[src/rtl/systolic_matmul_core.sv]
// Weight-stationary NxN systolic matmul engine: skewed activations flow right, partial sums flow down,
// deskewed results leave through a held valid/ready output register. Run sequencing by a small FSM.
module systolic_matmul_core #(
    parameter int N  = 2,
    parameter int DW = 16,
    parameter int AW = 32,
    parameter int RW = 8
) (
    input  logic              clk,
    input  logic              reset,
    input  logic              start,
    input  logic [RW-1:0]     num_rows,
    input  logic [N*N*DW-1:0] w_flat,
    input  logic              a_valid,
    output logic              a_ready,
    input  logic [N*DW-1:0]   a_row,
    output logic              r_valid,
    input  logic              r_ready,
    output logic [N*AW-1:0]   r_row,
    output logic              busy,
    output logic              done
);

    typedef enum logic [1:0] {IDLE, LOAD, STREAM, DRAIN} state_t;

    state_t               state, state_nx;
    logic                 done_nx;
    logic [RW-1:0]        rows_q, acc_cnt, res_cnt;
    logic [N*N*DW-1:0]    w_cap;
    logic                 out_ok, adv, accept, r_fire, last_acc, last_res;
    logic [2*N-2:0]       vtag;
    logic signed [DW-1:0] x_in [N][N];
    logic [AW-1:0]        psum [N][N];
    logic [AW-1:0]        desk_out [N];

    assign out_ok   = !r_valid || r_ready;
    assign adv      = out_ok && ((state == STREAM && a_valid) || state == DRAIN);
    assign accept   = (state == STREAM) && a_valid && out_ok;
    assign a_ready  = (state == STREAM) && out_ok;
    assign r_fire   = r_valid && r_ready;
    assign busy     = (state != IDLE);
    assign last_acc = (acc_cnt == rows_q - RW'(1));
    assign last_res = (res_cnt == rows_q - RW'(1));

    always_ff @(posedge clk or negedge reset) begin
        if (!reset) begin
            state <= IDLE;
            done  <= 1'b0;
        end else begin
            state <= state_nx;
            done  <= done_nx;
        end
    end

    always_comb begin
        state_nx = state;
        done_nx  = 1'b0;
        case (state)
            IDLE: begin
                if (start) begin
                    if (num_rows != '0) state_nx = LOAD;
                    else                done_nx  = 1'b1;
                end
            end
            LOAD:   state_nx = STREAM;
            STREAM: if (accept && last_acc) state_nx = DRAIN;
            DRAIN: begin
                if (r_fire && last_res) begin
                    state_nx = IDLE;
                    done_nx  = 1'b1;
                end
            end
            default: state_nx = IDLE;
        endcase
    end

    always_ff @(posedge clk or negedge reset) begin
        if (!reset) begin
            rows_q  <= '0;
            acc_cnt <= '0;
            res_cnt <= '0;
            w_cap   <= '0;
        end else if (state == IDLE && start && num_rows != '0) begin
            rows_q  <= num_rows;
            w_cap   <= w_flat;
            acc_cnt <= '0;
            res_cnt <= '0;
        end else begin
            if (accept)          acc_cnt <= acc_cnt + RW'(1);
            if (r_fire && busy)  res_cnt <= res_cnt + RW'(1);
        end
    end

    // Row k of the activation vector is delayed k steps so it meets the partial sums of rows above it.
    for (genvar k = 0; k < N; k++) begin : g_skew
        logic signed [DW-1:0] feed;
        assign feed = (state == STREAM) ? a_row[k*DW +: DW] : '0;
        if (k == 0) begin : g_direct
            assign x_in[k][0] = feed;
        end else begin : g_delay
            logic signed [DW-1:0] sr [k];
            always_ff @(posedge clk or negedge reset) begin
                if (!reset) begin
                    for (int i = 0; i < k; i++) sr[i] <= '0;
                end else if (adv) begin
                    sr[0] <= feed;
                    for (int i = 1; i < k; i++) sr[i] <= sr[i-1];
                end
            end
            assign x_in[k][0] = sr[k-1];
        end
    end

    for (genvar gk = 0; gk < N; gk++) begin : g_row
        for (genvar gj = 0; gj < N; gj++) begin : g_pe
            logic signed [DW-1:0]   w_q;
            logic [AW-1:0]          ps_q, up;
            logic signed [2*DW-1:0] prod;
            if (gk == 0) begin : g_top
                assign up = '0;
            end else begin : g_mid
                assign up = psum[gk-1][gj];
            end
            assign prod         = (2*DW)'(x_in[gk][gj]) * (2*DW)'(w_q);
            assign psum[gk][gj] = ps_q;
            always_ff @(posedge clk or negedge reset) begin
                if (!reset) begin
                    w_q  <= '0;
                    ps_q <= '0;
                end else begin
                    if (state == LOAD) w_q  <= w_cap[(gk*N+gj)*DW +: DW];
                    if (adv)           ps_q <= up + AW'(prod);
                end
            end
            // The last column has no right neighbour, so its activation is not re-registered.
            if (gj < N-1) begin : g_hop
                logic signed [DW-1:0] a_q;
                always_ff @(posedge clk or negedge reset) begin
                    if (!reset)   a_q <= '0;
                    else if (adv) a_q <= x_in[gk][gj];
                end
                assign x_in[gk][gj+1] = a_q;
            end
        end
    end

    for (genvar gj = 0; gj < N; gj++) begin : g_deskew
        localparam int D = N - 1 - gj;
        if (D == 0) begin : g_direct
            assign desk_out[gj] = psum[N-1][gj];
        end else begin : g_delay
            logic [AW-1:0] dq [D];
            always_ff @(posedge clk or negedge reset) begin
                if (!reset) begin
                    for (int i = 0; i < D; i++) dq[i] <= '0;
                end else if (adv) begin
                    dq[0] <= psum[N-1][gj];
                    for (int i = 1; i < D; i++) dq[i] <= dq[i-1];
                end
            end
            assign desk_out[gj] = dq[D-1];
        end
    end

    // Valid tags ride alongside the data; drain rows enter tagged invalid so they never surface.
    always_ff @(posedge clk or negedge reset) begin
        if (!reset) begin
            vtag    <= '0;
            r_valid <= 1'b0;
            r_row   <= '0;
        end else if (adv) begin
            vtag[0] <= (state == STREAM);
            for (int i = 1; i < 2*N-1; i++) vtag[i] <= vtag[i-1];
            r_valid <= vtag[2*N-2];
            for (int j = 0; j < N; j++) r_row[j*AW +: AW] <= desk_out[j];
        end else if (r_fire) begin
            r_valid <= 1'b0;
        end
    end

endmodule

[config.mk]
export PLATFORM = sky130hd
export DESIGN_NAME = systolic_matmul_core
export DESIGN_NICKNAME = d
export VERILOG_FILES = /design/src/rtl/systolic_matmul_core.sv
export SDC_FILE = /design/constraint.sdc
export NUM_CORES = 2
export LEC_CHECK = 0
export ABC_AREA = 0
export CAP_MARGIN = 20
export CORE_AREA = 2 2 302 304
export DETAILED_ROUTE_END_ITERATION = 6
export DIE_AREA = 0 0 304 306
export PLACE_DENSITY_LB_ADDON = 0.08
export SLEW_MARGIN = 20
export SYNTH_ARGS = -nofsm -noshare
export SYNTH_HDL_FRONTEND = slang
export SYNTH_SLANG_ARGS = --single-unit
[constraint.sdc]
create_clock -name clk -period 9.14 [get_ports clk]
set_input_delay 1.828 -clock clk [delete_from_list [all_inputs] [get_ports clk]]
set_output_delay 1.828 -clock clk [all_outputs]
set_load 0.1 [all_outputs]
==> flow_summary.ini <==
[timing]
holdWs_ns = 0.458
min_period_over_period_pct = 87.3
finalSetupViolCount = 0
fin_worst_skew_ns = 0.0432
tightest_slew_ns = 1.05
final.min_clock_period_ns = 7.98
finalMaxSlewViolations = 0
grt_setup_unrepaired = no
finalSetupTns_ns = 0
finalHoldViolCount = 0
max_freq_ghz = 0.125
max-slew-margin-rel_pct = 28.8

[synthesis]
synth_flop_cell = sky130_fd_sc_hd__dfrtp_1
yosys.area_share.xor_xnor_pct = 2.45
syn_area_cell_um2 = 9.50
synth_area_leader_cell = sky130_fd_sc_hd__fa_1
synth_compound_gate_area_share_pct = 4.59
async_flop_share_pct = 100
seq_area_frac_synth_pct = 18.6
post_synth_instance_area_mm2 = 0.0578
synth.area.top_cells = sky130_fd_sc_hd__fa_1 38%, sky130_fd_sc_hd__dfrtp_1 19%, sky130_fd_sc_hd__inv_1 8.5%, sky130_fd_sc_hd__ha_1 7.9%, sky130_fd_sc_hd__nand2_1 7.4%
yosys_warnings = 0
synth-seq-cells = 431
synth-adder-area-share_pct = 46.3
synthCells = 6086
post_synth_and_or_nand_nor_area_fraction_pct = 15.0
netlist-cell-type-count = 72
synth_top_family_by_area = adder cells
synth_edf_count = 0
synth_top_cell_area_share_pct = 38.3
mappedNetlistNets = 7670
synth.area.mux_share_pct = 2.90

[detailed_routing]
vias_per_cell = 5.49
first_pass_iteration_count_of_the_detailed_router = 6
routed-via-count = 40100
drc = 0
routed_wl_um = 136000
route.antenna.remaining_nets = 0
drt-initial-drc-count = 2735
wl_per_cell_um = 18.7

[cts]
number_of_sinks_handled_by_clock_tree_synthesis = 431
tritoncts_clock_tree = done
ctsHtreeMaxLevel = 2
clkLatencyLatePin_ns = 0.67
cts.clk_slew.worst_paths_ns = 0.06
post-cts-setup-buffer-count = 0
cts_hold_buf = 0
cts_max_path_buffers = 3
cts.root.buffer_cell = sky130_fd_sc_hd__clkbuf_16
post_cts.resized_instances = 0
numCtsBuffers = 50

[finish]
ff_latch_area_mm2 = 0.0108
final_util_pct = 69.4
multi_input_area_mm2 = 0.0413
post_layout_nonfiller_instances = 7305
drive_above_1_share_pct = 4.57
area.growth.synth_to_final_pct = 7.50
final_nets = 7672
fill_cells = 7092

[setup_path]
req_time_crit_path_ns = 9.69
worstPathMaxFanout = 10
critPathKind = in2reg
cpPeakStageDelay_ns = 0.61
worstSetupStartpointType = input pin
cp_data_arrival_time_ns = 8.53
cp_slowest_cell = sky130_fd_sc_hd__clkdlybuf4s50_1
cells_along_the_critical_path = clkdlybuf4s50_1, and2_1, nand2_1, fa_1, inv_1, fa_1, inv_1, fa_1, inv_1, fa_1, fa_1, inv_1, fa_1, inv_1, ha_1, and3_1, and2_1, a221oi_1, o22ai_1, o2111a_1, o31a_1, o21a_1, o31ai_1
register_to_register_path_depth = 21
crit_path_end_kind = flip-flop
cpMostUsedCell = sky130_fd_sc_hd__fa_1

[die]
num_io_pins = 177
row_count = 110
chipWidth_um = 304
dieArea_mm2 = 0.0930
design.core.area_mm2 = 0.0896
chipHeight_um = 306
floorplan.initialDensity_pct = 64.6

[placed_design]
port_buffers = 176
post-dp-hpwl_um = 108000
gpl.final_weighted_congestion = 0.945
place.detailed.instances = 7212

[global_route]
grt_usage_pct = 31.0
grt_max_degree = 195
globalRoute.busiestLayer = met2
met3_routing_resource_usage_after_global_routing_pct = 4.34
met1_usage_pct = 44.7
grt_first_pass_wirelength_um = 228000
grt_antenna_before_repair = 3
globalRoute.totalOverflow = 0
met2_usage_pct = 49.6
vias_in_the_first_global_route = 43200

[status]
outcome = complete, no violations

[worst_hold_path]
min_path_type = reg2reg
worstHoldPathCells = 2

[job]
maxCapViolCount = 0
[Yosys cell counts (all sizes together), types with 12 or more instances]
master and n:
a211oi 18, a21o 45, a21oi 79, and2 311, and3 144, buf 16
clkbuf 234, dfrtp 431, fa 1108, ha 367, inv 1304, mux2 145
nand2 1147, nand2b 27, nand3 52, nand4 15, nor2 113, nor3 30
o21a 19, o21ai 142, o21bai 14, o31ai 21, or3 12, xnor2 103
xor2 58
[path summary, 6_finish.rpt]
kind                                                from                   endpoint  slack, ns
worst max-delay path                            a_row[7]  g_row[0].g_pe[0].ps_q[28]       1.16
min in group asynchronous                          reset                  r_row[16]       1.24
max in group asynchronous                          reset                  w_cap[21]       6.57
worst min-delay path            g_row[1].g_pe[1].ps_q[2]                  r_row[34]       0.46
worst min register to register  g_row[1].g_pe[1].ps_q[2]                  r_row[34]       0.46
worst max register to register                  state[0]  g_row[0].g_pe[0].ps_q[28]       1.44
[per-layer routing]
metal	vias to the layer above	routed length (µm)
met5	-	15
met4	2	3900
met3	217	8770
met2	1223	62600
met1	20300	61200
li1	18300	-
[flip-flops by register name, indices dropped and copies added (netlist names)]
signal / cells
r_valid: 1
rows_q: 8
g_row.g_pe.g_hop.a_q: 32
done: 1
g_skew.g_delay.sr: 16
w_cap: 64
state: 2
vtag: 3
g_deskew.g_delay.dq: 32
acc_cnt: 8
r_row: 64
g_row.g_pe.w_q: 64
res_cnt: 8
g_row.g_pe.ps_q: 128
[cells in the final DEF, fill, tap and decap left out, types with 6 or more instances in the layout]
cell                              instances
sky130_fd_sc_hd__o211ai_1                 7
sky130_fd_sc_hd__nor3_1                  28
sky130_fd_sc_hd__a2111o_1                 6
sky130_fd_sc_hd__nand4_1                 15
sky130_fd_sc_hd__buf_4                   19
sky130_fd_sc_hd__o21a_1                  19
sky130_fd_sc_hd__inv_1                 1304
sky130_fd_sc_hd__a21o_1                  45
sky130_fd_sc_hd__nand2b_1                27
sky130_fd_sc_hd__clkdlybuf4s50_1        175
sky130_fd_sc_hd__mux2_2                 144
sky130_fd_sc_hd__o21ai_0                142
sky130_fd_sc_hd__fa_1                  1108
sky130_fd_sc_hd__o41ai_1                  7
sky130_fd_sc_hd__nand2_1               1146
sky130_fd_sc_hd__o21bai_1                14
sky130_fd_sc_hd__ha_1                   365
sky130_fd_sc_hd__o31ai_1                 21
sky130_fd_sc_hd__a31oi_1                 11
sky130_fd_sc_hd__a21oi_1                 79
sky130_fd_sc_hd__nor2_1                 113
sky130_fd_sc_hd__xor2_1                  58
sky130_fd_sc_hd__clkbuf_16               50
sky130_fd_sc_hd__clkbuf_8                 7
sky130_fd_sc_hd__xnor2_1                102
sky130_fd_sc_hd__and3_1                 144
sky130_fd_sc_hd__nor2b_1                  9
sky130_fd_sc_hd__dfrtp_1                431
sky130_fd_sc_hd__or4_1                    9
sky130_fd_sc_hd__bufinv_16                6
sky130_fd_sc_hd__a211oi_1                18
sky130_fd_sc_hd__and2_1                 310
sky130_fd_sc_hd__or3_1                   11
sky130_fd_sc_hd__nand3_1                 51
sky130_fd_sc_hd__clkinv_2                12
[through the flow]
stage | setup WS (ns) | instance area, µm²
global placement | 0.628 | 60400
CTS | 1.24 | 62200
detailed placement | 0.566 | 60400
global route | 0.849 | 62200
floorplan | 1.37 | 57800
finish | 1.16 | 62200
[cell type report]
type / instances / area share (%)
diodes: 1 / 0.00402
clock inverters: 32 / 0.646
flip-flops and latches: 431 / 17.3
well taps: 1176 / 2.37
clock buffers: 60 / 2.19
repair buffers: 200 / 3.23
multi-input cells: 4100 / 66.3
inverters: 1305 / 7.88
[critical path: cells and delay by family]
| kind | cells | cell delay, ns |
|---|---|---|
| AOI/OAI and AO/OA | 6 | 1.61 |
| adders and majority gates | 7 | 3.31 |
| buffers and inverters | 6 | 0.85 |
| and+or+nand+nor | 4 | 0.92 |
[logic make-up after synthesis]
group                    Yosys count
AO/OA/AOI/OAI                    416
XOR/XNOR                         161
adder cells (fa/ha/maj)         1475
buffers and inverters           1555
flip-flops                       431
multiplexers                     149
AND/OR/NAND/NOR                 1899
Power is left out: the tool's default activity adds up to more than one toggle a clock period on the data nets, which glitch-free logic cannot reach.
